$ cat config.mk
export PLATFORM = sky130hd
export DESIGN_NAME = usb_system_cpu_cpu_oci_dct_ctrl_flat
export DESIGN_NICKNAME = d
export VERILOG_FILES = /design/src/rtl/usb_system_cpu_oci_pkg.sv /design/src/rtl/usb_system_cpu_cpu_oci_dct_ctrl_if.sv /design/src/rtl/usb_system_cpu_cpu_oci_dct_packer.sv /design/src/rtl/usb_system_cpu_cpu_oci_dct_ctrl.sv /design/src/flat_wrapper.sv
export SDC_FILE = /design/constraint.sdc
export NUM_CORES = 1
export LEC_CHECK = 0
export CAP_MARGIN = 20
export CORE_ASPECT_RATIO = 0.6
export CORE_MARGIN = 5
export CORE_UTILIZATION = 50
export DETAILED_ROUTE_END_ITERATION = 8
export GPL_TIMING_DRIVEN = 1
export PLACE_DENSITY = 0.83
export SYNTH_ARGS = -nofsm -noshare
export SYNTH_HDL_FRONTEND = slang
export SYNTH_SLANG_ARGS = --single-unit
$ cat constraint.sdc
create_clock -name clk -period 5.2 [get_ports clk]
set_input_delay 0.78 -clock clk [delete_from_list [all_inputs] [get_ports clk]]
set_output_delay 0.78 -clock clk [all_outputs]
set_load 0.05 [all_outputs]
$ cat src/rtl/usb_system_cpu_oci_pkg.sv
// Shared OCI trace definitions: DCT buffer geometry, trace word layout and word-type codes.
package usb_system_cpu_oci_pkg;

    localparam int DCT_ATOMS  = 15;
    localparam int DCT_BUF_W  = 30;
    localparam int DCT_CNT_W  = 4;
    localparam int TRC_WORD_W = 36;

    typedef enum logic [1:0] {
        TYPE_NONE  = 2'b00,
        TYPE_FULL  = 2'b01,
        TYPE_FLUSH = 2'b10,
        TYPE_STOP  = 2'b11
    } word_type_e;

    typedef struct packed {
        word_type_e             wtype;
        logic [DCT_CNT_W-1:0]   count;
        logic [DCT_BUF_W-1:0]   buffer;
    } trc_word_t;

    // Deposit a 2-bit atom into its slot, selected by the current atom count
    function automatic logic [DCT_BUF_W-1:0] place_atom(
        input logic [DCT_BUF_W-1:0] cur,
        input logic [DCT_CNT_W-1:0] cnt,
        input logic [1:0]           atm
    );
        return cur | ({{(DCT_BUF_W-2){1'b0}}, atm} << {cnt, 1'b0});
    endfunction

endpackage

$ cat src/rtl/usb_system_cpu_cpu_oci_dct_ctrl_if.sv
// Trace capture, host read and trace-RAM port bundle of the DCT controller.
interface usb_system_cpu_cpu_oci_dct_ctrl_if #(parameter int ADDR_W = 7);
    import usb_system_cpu_oci_pkg::*;

    logic                   trace_en;
    logic                   atom_vld;
    logic [1:0]             atom;
    logic                   flush;
    logic                   rd_req;
    logic [ADDR_W-1:0]      rd_addr;
    logic                   rd_grant;
    logic                   trc_we;
    logic [ADDR_W-1:0]      trc_addr;
    logic [TRC_WORD_W-1:0]  trc_wrdata;
    logic [ADDR_W-1:0]      wr_ptr;
    logic                   trc_wrap;
    logic                   overflow;
    logic [DCT_BUF_W-1:0]   dct_buffer;
    logic [DCT_CNT_W-1:0]   dct_count;

    modport master (
        output trace_en, atom_vld, atom, flush, rd_req, rd_addr,
        input  rd_grant, trc_we, trc_addr, trc_wrdata, wr_ptr, trc_wrap, overflow,
               dct_buffer, dct_count
    );

    modport slave (
        input  trace_en, atom_vld, atom, flush, rd_req, rd_addr,
        output rd_grant, trc_we, trc_addr, trc_wrdata, wr_ptr, trc_wrap, overflow,
               dct_buffer, dct_count
    );

endinterface

$ cat src/rtl/usb_system_cpu_cpu_oci_dct_packer.sv
// Packs trace atoms into the DCT buffer and flags a completed word (full, flush or trace stop).
module usb_system_cpu_cpu_oci_dct_packer
    import usb_system_cpu_oci_pkg::*;
(
    input  logic                 clk,
    input  logic                 reset,
    input  logic                 trace_en,
    input  logic                 atom_vld,
    input  logic [1:0]           atom,
    input  logic                 flush,
    output logic                 word_vld,
    output trc_word_t            word,
    output logic [DCT_BUF_W-1:0] dct_buffer,
    output logic [DCT_CNT_W-1:0] dct_count
);

    logic                 trace_en_d;
    logic                 accept;
    logic                 full;
    logic                 flush_hit;
    logic                 stop_hit;
    logic [DCT_BUF_W-1:0] nxt_buffer;
    logic [DCT_CNT_W-1:0] nxt_count;

    // Buffer contents including this cycle's atom, and the word-completion causes
    always_comb begin
        accept     = trace_en & atom_vld;
        nxt_buffer = dct_buffer;
        nxt_count  = dct_count;
        if (accept) begin
            nxt_buffer = place_atom(dct_buffer, dct_count, atom);
            nxt_count  = dct_count + 4'd1;
        end else begin
            nxt_buffer = dct_buffer;
            nxt_count  = dct_count;
        end
        full      = accept && (dct_count == 4'd14);
        flush_hit = flush && (nxt_count != 4'd0);
        stop_hit  = trace_en_d && !trace_en && (dct_count != 4'd0);
        word_vld  = full | flush_hit | stop_hit;
        word.count  = nxt_count;
        word.buffer = nxt_buffer;
        if (full) begin
            word.wtype = TYPE_FULL;
        end else if (flush_hit) begin
            word.wtype = TYPE_FLUSH;
        end else if (stop_hit) begin
            word.wtype = TYPE_STOP;
        end else begin
            word.wtype = TYPE_NONE;
        end
    end

    // Packing state; an emitted word empties the buffer on the same edge
    always_ff @(posedge clk or posedge reset) begin
        if (reset) begin
            trace_en_d <= 1'b0;
            dct_buffer <= '0;
            dct_count  <= 4'd0;
        end else begin
            trace_en_d <= trace_en;
            if (word_vld) begin
                dct_buffer <= '0;
                dct_count  <= 4'd0;
            end else begin
                dct_buffer <= nxt_buffer;
                dct_count  <= nxt_count;
            end
        end
    end

endmodule

$ cat src/rtl/usb_system_cpu_cpu_oci_dct_ctrl.sv
// DCT controller top: pending word register, trace-RAM port arbiter, write pointer and sticky flags.
// Build option: define USB_SYSTEM_CPU_DCT_WRAP_EN to let the write pointer wrap instead of stopping when full.
module usb_system_cpu_cpu_oci_dct_ctrl
    import usb_system_cpu_oci_pkg::*;
#(
    parameter int ADDR_W = 7
) (
    input logic                            clk,
    input logic                            reset,
    usb_system_cpu_cpu_oci_dct_ctrl_if.slave bus
);

    localparam logic [ADDR_W-1:0] LAST_ADDR = {ADDR_W{1'b1}};
    localparam logic [ADDR_W-1:0] PTR_ONE   = {{(ADDR_W-1){1'b0}}, 1'b1};

    logic              word_vld;
    trc_word_t         word;
    logic              pending_vld;
    trc_word_t         pending_word;
    logic [ADDR_W-1:0] wr_ptr_q;
    logic              ram_full;
    logic              wrap_flag;
    logic              ovf_flag;
    logic              do_write;
    logic              do_drop;

    usb_system_cpu_cpu_oci_dct_packer u_packer (
        .clk        (clk),
        .reset      (reset),
        .trace_en   (bus.trace_en),
        .atom_vld   (bus.atom_vld),
        .atom       (bus.atom),
        .flush      (bus.flush),
        .word_vld   (word_vld),
        .word       (word),
        .dct_buffer (bus.dct_buffer),
        .dct_count  (bus.dct_count)
    );

    assign do_write = pending_vld & ~ram_full;
    assign do_drop  = pending_vld & ram_full;

    // Pending word drains every cycle it is valid, so a new word can always load it
    always_ff @(posedge clk or posedge reset) begin
        if (reset) begin
            pending_vld  <= 1'b0;
            pending_word <= '0;
            wr_ptr_q     <= '0;
            ovf_flag     <= 1'b0;
        end else begin
            pending_vld  <= word_vld;
            pending_word <= word_vld ? word : '0;
            if (do_write) begin
                wr_ptr_q <= wr_ptr_q + PTR_ONE;
            end
            if (do_drop) begin
                ovf_flag <= 1'b1;
            end
        end
    end

`ifdef USB_SYSTEM_CPU_DCT_WRAP_EN
    assign ram_full = 1'b0;

    // Sticky wrap indication once the last address has been written
    always_ff @(posedge clk or posedge reset) begin
        if (reset) begin
            wrap_flag <= 1'b0;
        end else if (do_write && (wr_ptr_q == LAST_ADDR)) begin
            wrap_flag <= 1'b1;
        end
    end
`else
    assign wrap_flag = 1'b0;

    // RAM is full after the write to the last address; later words get dropped
    always_ff @(posedge clk or posedge reset) begin
        if (reset) begin
            ram_full <= 1'b0;
        end else if (do_write && (wr_ptr_q == LAST_ADDR)) begin
            ram_full <= 1'b1;
        end
    end
`endif

    // Single RAM port: a pending word owns the cycle, otherwise a host read is issued
    always_comb begin
        bus.trc_we     = do_write;
        bus.trc_wrdata = do_write ? pending_word : '0;
        bus.rd_grant   = 1'b0;
        bus.trc_addr   = '0;
        if (pending_vld) begin
            bus.trc_addr = wr_ptr_q;
        end else if (bus.rd_req) begin
            bus.rd_grant = 1'b1;
            bus.trc_addr = bus.rd_addr;
        end else begin
            bus.trc_addr = '0;
        end
    end

    assign bus.wr_ptr   = wr_ptr_q;
    assign bus.trc_wrap = wrap_flag;
    assign bus.overflow = ovf_flag;

endmodule

$ cat src/flat_wrapper.sv
// flat-port wrapper written by rule: the top's interface ports become plain ports
module usb_system_cpu_cpu_oci_dct_ctrl_flat import usb_system_cpu_oci_pkg::*;
#(
    parameter int ADDR_W = 7
)
  (clk, reset, bus_trace_en, bus_atom_vld, bus_atom, bus_flush, bus_rd_req, bus_rd_addr, bus_rd_grant, bus_trc_we, bus_trc_addr, bus_trc_wrdata, bus_wr_ptr, bus_trc_wrap, bus_overflow, bus_dct_buffer, bus_dct_count);
  usb_system_cpu_cpu_oci_dct_ctrl_if #(.ADDR_W(ADDR_W)) bus_i ();
  input logic clk;
  input logic reset;
  input wire logic [$bits(bus_i.trace_en)-1:0] bus_trace_en;
  input wire logic [$bits(bus_i.atom_vld)-1:0] bus_atom_vld;
  input wire logic [$bits(bus_i.atom)-1:0] bus_atom;
  input wire logic [$bits(bus_i.flush)-1:0] bus_flush;
  input wire logic [$bits(bus_i.rd_req)-1:0] bus_rd_req;
  input wire logic [$bits(bus_i.rd_addr)-1:0] bus_rd_addr;
  output wire logic [$bits(bus_i.rd_grant)-1:0] bus_rd_grant;
  output wire logic [$bits(bus_i.trc_we)-1:0] bus_trc_we;
  output wire logic [$bits(bus_i.trc_addr)-1:0] bus_trc_addr;
  output wire logic [$bits(bus_i.trc_wrdata)-1:0] bus_trc_wrdata;
  output wire logic [$bits(bus_i.wr_ptr)-1:0] bus_wr_ptr;
  output wire logic [$bits(bus_i.trc_wrap)-1:0] bus_trc_wrap;
  output wire logic [$bits(bus_i.overflow)-1:0] bus_overflow;
  output wire logic [$bits(bus_i.dct_buffer)-1:0] bus_dct_buffer;
  output wire logic [$bits(bus_i.dct_count)-1:0] bus_dct_count;
  assign bus_i.trace_en = bus_trace_en;
  assign bus_i.atom_vld = bus_atom_vld;
  assign bus_i.atom = bus_atom;
  assign bus_i.flush = bus_flush;
  assign bus_i.rd_req = bus_rd_req;
  assign bus_i.rd_addr = bus_rd_addr;
  assign bus_rd_grant = bus_i.rd_grant;
  assign bus_trc_we = bus_i.trc_we;
  assign bus_trc_addr = bus_i.trc_addr;
  assign bus_trc_wrdata = bus_i.trc_wrdata;
  assign bus_wr_ptr = bus_i.wr_ptr;
  assign bus_trc_wrap = bus_i.trc_wrap;
  assign bus_overflow = bus_i.overflow;
  assign bus_dct_buffer = bus_i.dct_buffer;
  assign bus_dct_count = bus_i.dct_count;
  usb_system_cpu_cpu_oci_dct_ctrl #(.ADDR_W(ADDR_W)) u_core (.clk(clk), .reset(reset), .bus(bus_i));
endmodule
==> results.sh <==
export IMPL_status="finished clean"
export IMPL_grt_usage=0.209
export IMPL_skew_ns=0.00656
export IMPL_n_antenna_cell=0
export IMPL_grt_max_degree=49
export IMPL_cellPowerDensity_mw_per_mm2=469
export IMPL_slew_headroom=0.334
export IMPL_synth_most_common_cell="dfrtp_1"
export IMPL_grt_pass1_wl_um=14500
export IMPL_finalSetupTns_ns=0
export IMPL_dp_cells=485
export IMPL_numCtsBuffers=9
export IMPL_total_power_mw=2.32
export IMPL_critPathRequiredTime_ns=4.42
export IMPL_netlist_top_cells_count="81 x dfrtp_1, 64 x a21oi_1, 37 x and2_1, 30 x nor3_2"
export IMPL_grt_ovfl_total=0
export IMPL_cp_end_kind="primary output"
export IMPL_ant_nets=0
export IMPL_die_w_um=120
export IMPL_ir_drop_mv=0.240
export IMPL_routabilityCongestion=0.862
export IMPL_cp_start_kind="primary input"
export IMPL_r2r_start="u_core.u_packer.dct_count[0]$_DFF_PP0_"
export IMPL_crit_start="bus_rd_req"
export IMPL_vias=2745
export IMPL_ys_seq_area_frac=0.562
export IMPL_die_area_mm2=0.00906
export IMPL_async_flop_share=1.00
export IMPL_hpwl_um=6330
export IMPL_ff_latch_area_mm2=0.00203
export IMPL_cts_tree="done"
export IMPL_synth_ff_type="dfrtp_1"
export IMPL_ys_top_cells_by_area="dfrtp_1 56%, a21oi_1 8.9%, nor3_2 8.3%"
export IMPL_hold_viol_final=0
export IMPL_post_route_period_util=0.665
export IMPL_min_period_ns=3.46
export IMPL_grt_pass1_vias=2773
export IMPL_cts_root_buf="clkbuf_16"
export IMPL_rsz0062_at_grt="false"
export IMPL_cts_resized_gates=0
export IMPL_cts_sinks=81
export IMPL_layout_drive_gt1_share=0.144
export IMPL_core_area_mm2=0.00715
export IMPL_nets=425
export IMPL_antenna_found_initial=0
export IMPL_synth_fp_nets=334
export IMPL_yosys_warnings=0
export IMPL_whs_ns=0.451
export IMPL_synth_avg_cell_area_um2=11.4
export IMPL_worst_slew_pin_slew_ns=0.996
export IMPL_fillers=528
export IMPL_total_leakage_power_nw=2.23
export IMPL_finalSetupViolCount=0
export IMPL_syn_to_final_growth_pct=37.0
export IMPL_drc=0
export IMPL_path_max_fanout=8
export IMPL_ff2ff_setup_slack_ns=2.42
export IMPL_drv_slew=0
export IMPL_wl_per_cell_um=18.5
export IMPL_clock_latency_ns=0.33
export IMPL_avgViaCountPerCell=5.48
export IMPL_crit_type="in -> out"
export IMPL_synth_edff_count=0
export IMPL_holdBufCountCts=0
export IMPL_endpoint="bus_trc_addr[5]"
export IMPL_max_freq_mhz=289
export IMPL_multiInputGateArea_mm2=0.00137
export IMPL_yosysTopAreaCellShare=0.562
export IMPL_drt_iter0_markers=160
export IMPL_clkSlewWorstSetupHoldPaths_ns=0.06
export IMPL_hold_path_class="reg -> reg"
export IMPL_arrival_ns=2.68
export IMPL_r2r_end="u_core.u_packer.dct_buffer[1]$_DFF_PP0_"
export IMPL_final_cells=501
export IMPL_synth_cell_type_count=38
export IMPL_htreeDepth=3
export IMPL_io_pins=103
export IMPL_cts_post_setup_buffers_inserted=0
export IMPL_syn_inst=315
export IMPL_dieHeight_um=75.8
export IMPL_rows=24
export IMPL_start_util=0.504
export IMPL_wl_um=9250
export IMPL_reg2regPathDepth=6
export IMPL_synth_area_leader_cell="dfrtp_1"
export IMPL_clk_path_buf_depth=2
export IMPL_ys_ff_latch=81
export IMPL_netlist_area_mm2=0.00360
export IMPL_dr_pass1_iters=4
export IMPL_maxCapViolations=0
export IMPL_port_buffers=101
## report_power, final
part | internal (mW) | total, mW | switching [mW]
combinational | 0.247 | 0.823 | 0.576
sequential | 0.695 | 0.775 | 0.0795
clock | 0.479 | 0.718 | 0.239
total | 1.42 | 2.32 | 0.894
## worst min path at each step
stage | start | end | slack, ns | cells past startpoint
2_1_floorplan | u_core.ram_full$_DFFE_PP0P_ | u_core.ram_full$_DFFE_PP0P_ | 0.45 | 1
3_3_place_gp | u_core.bus.overflow$_DFFE_PP0P_ | u_core.bus.overflow$_DFFE_PP0P_ | 0.44 | 1
3_5_place_dp | u_core.bus.overflow$_DFFE_PP0P_ | u_core.bus.overflow$_DFFE_PP0P_ | 0.44 | 1
4_1_cts | u_core.bus.overflow$_DFFE_PP0P_ | u_core.bus.overflow$_DFFE_PP0P_ | 0.46 | 1
5_1_grt | u_core.bus.overflow$_DFFE_PP0P_ | u_core.bus.overflow$_DFFE_PP0P_ | 0.49 | 1
6_report | u_core.bus.overflow$_DFFE_PP0P_ | u_core.bus.overflow$_DFFE_PP0P_ | 0.45 | 1
## sequential cells by signal, indices dropped and copies added, names as in the netlist
register	count
u_core.bus.overflow	1
u_core.u_packer.trace_en_d	1
u_core.bus.wr_ptr	7
u_core.u_packer.dct_buffer	30
u_core.pending_vld	1
u_core.pending_word	36
u_core.ram_full	1
u_core.u_packer.dct_count	4
## final cells by class
cell class              instances  share of cell area
multi-input cells             203               0.277
repair buffers                106               0.215
clock buffers                  10              0.0484
well taps                      91              0.0231
flip-flops and latches         81               0.411
inverters                       5             0.00405
clock inverters                 5              0.0210
## cell families (layout without fill, tap and decap cells)
family	after synthesis	count (layout)	share of synthesized area
AOI/OAI and AO/OA	80	80	0.133
xor gates and xnor gates	9	9	0.0219
adders and majority gates	4	4	0.0139
buffers and inverters	31	126	0.0594
DFF	81	81	0.562
muxes	2	2	0.00590
other	1	1	0.00104
and+or+nand+nor	107	107	0.203
## metal layers
layer / track usage / part of all wire / wire (um)
met1: 0.289 / 0.46 / 4240
met2: 0.325 / 0.44 / 4090
met3: 0.0823 / 0.092 / 854
met4: 0.0279 / 0.0066 / 61
met5: 0 / 0 / 0
## worst max-delay path, stage by stage
cell	delay, ns
clkdlybuf4s50_1	0.44
nor2b_1	0.44
a22o_1	0.22
clkdlybuf4s50_1	0.80
## per-stage QoR
stage | setup WS [ns] | utilization | cell area, um2
2_1_floorplan | 2.34 | - | 3600
3_3_place_gp | 1.80 | 0.639 | 4560
3_5_place_dp | 1.75 | 0.641 | 4580
4_1_cts | 1.42 | 0.689 | 4920
5_1_grt | 1.66 | 0.691 | 4940
6_report | 1.74 | 0.691 | 4940
## cell usage in the layout, fill, tap and decap left out, drive strengths merged, types with 3 or more instances in the layout
master / count
xor2: 4
and2: 39
nand2: 8
nor3: 39
clkinv: 3
buf: 5
nand3: 3
clkdlybuf4s50: 101
inv: 4
nand4: 3
nor2: 9
bufinv: 3
a21oi: 64
ha: 4
dfrtp: 81
xnor2: 5
clkbuf: 10
a22o: 7
nor2b: 3
No activity file was read; power rests on OpenSTA's default activity.
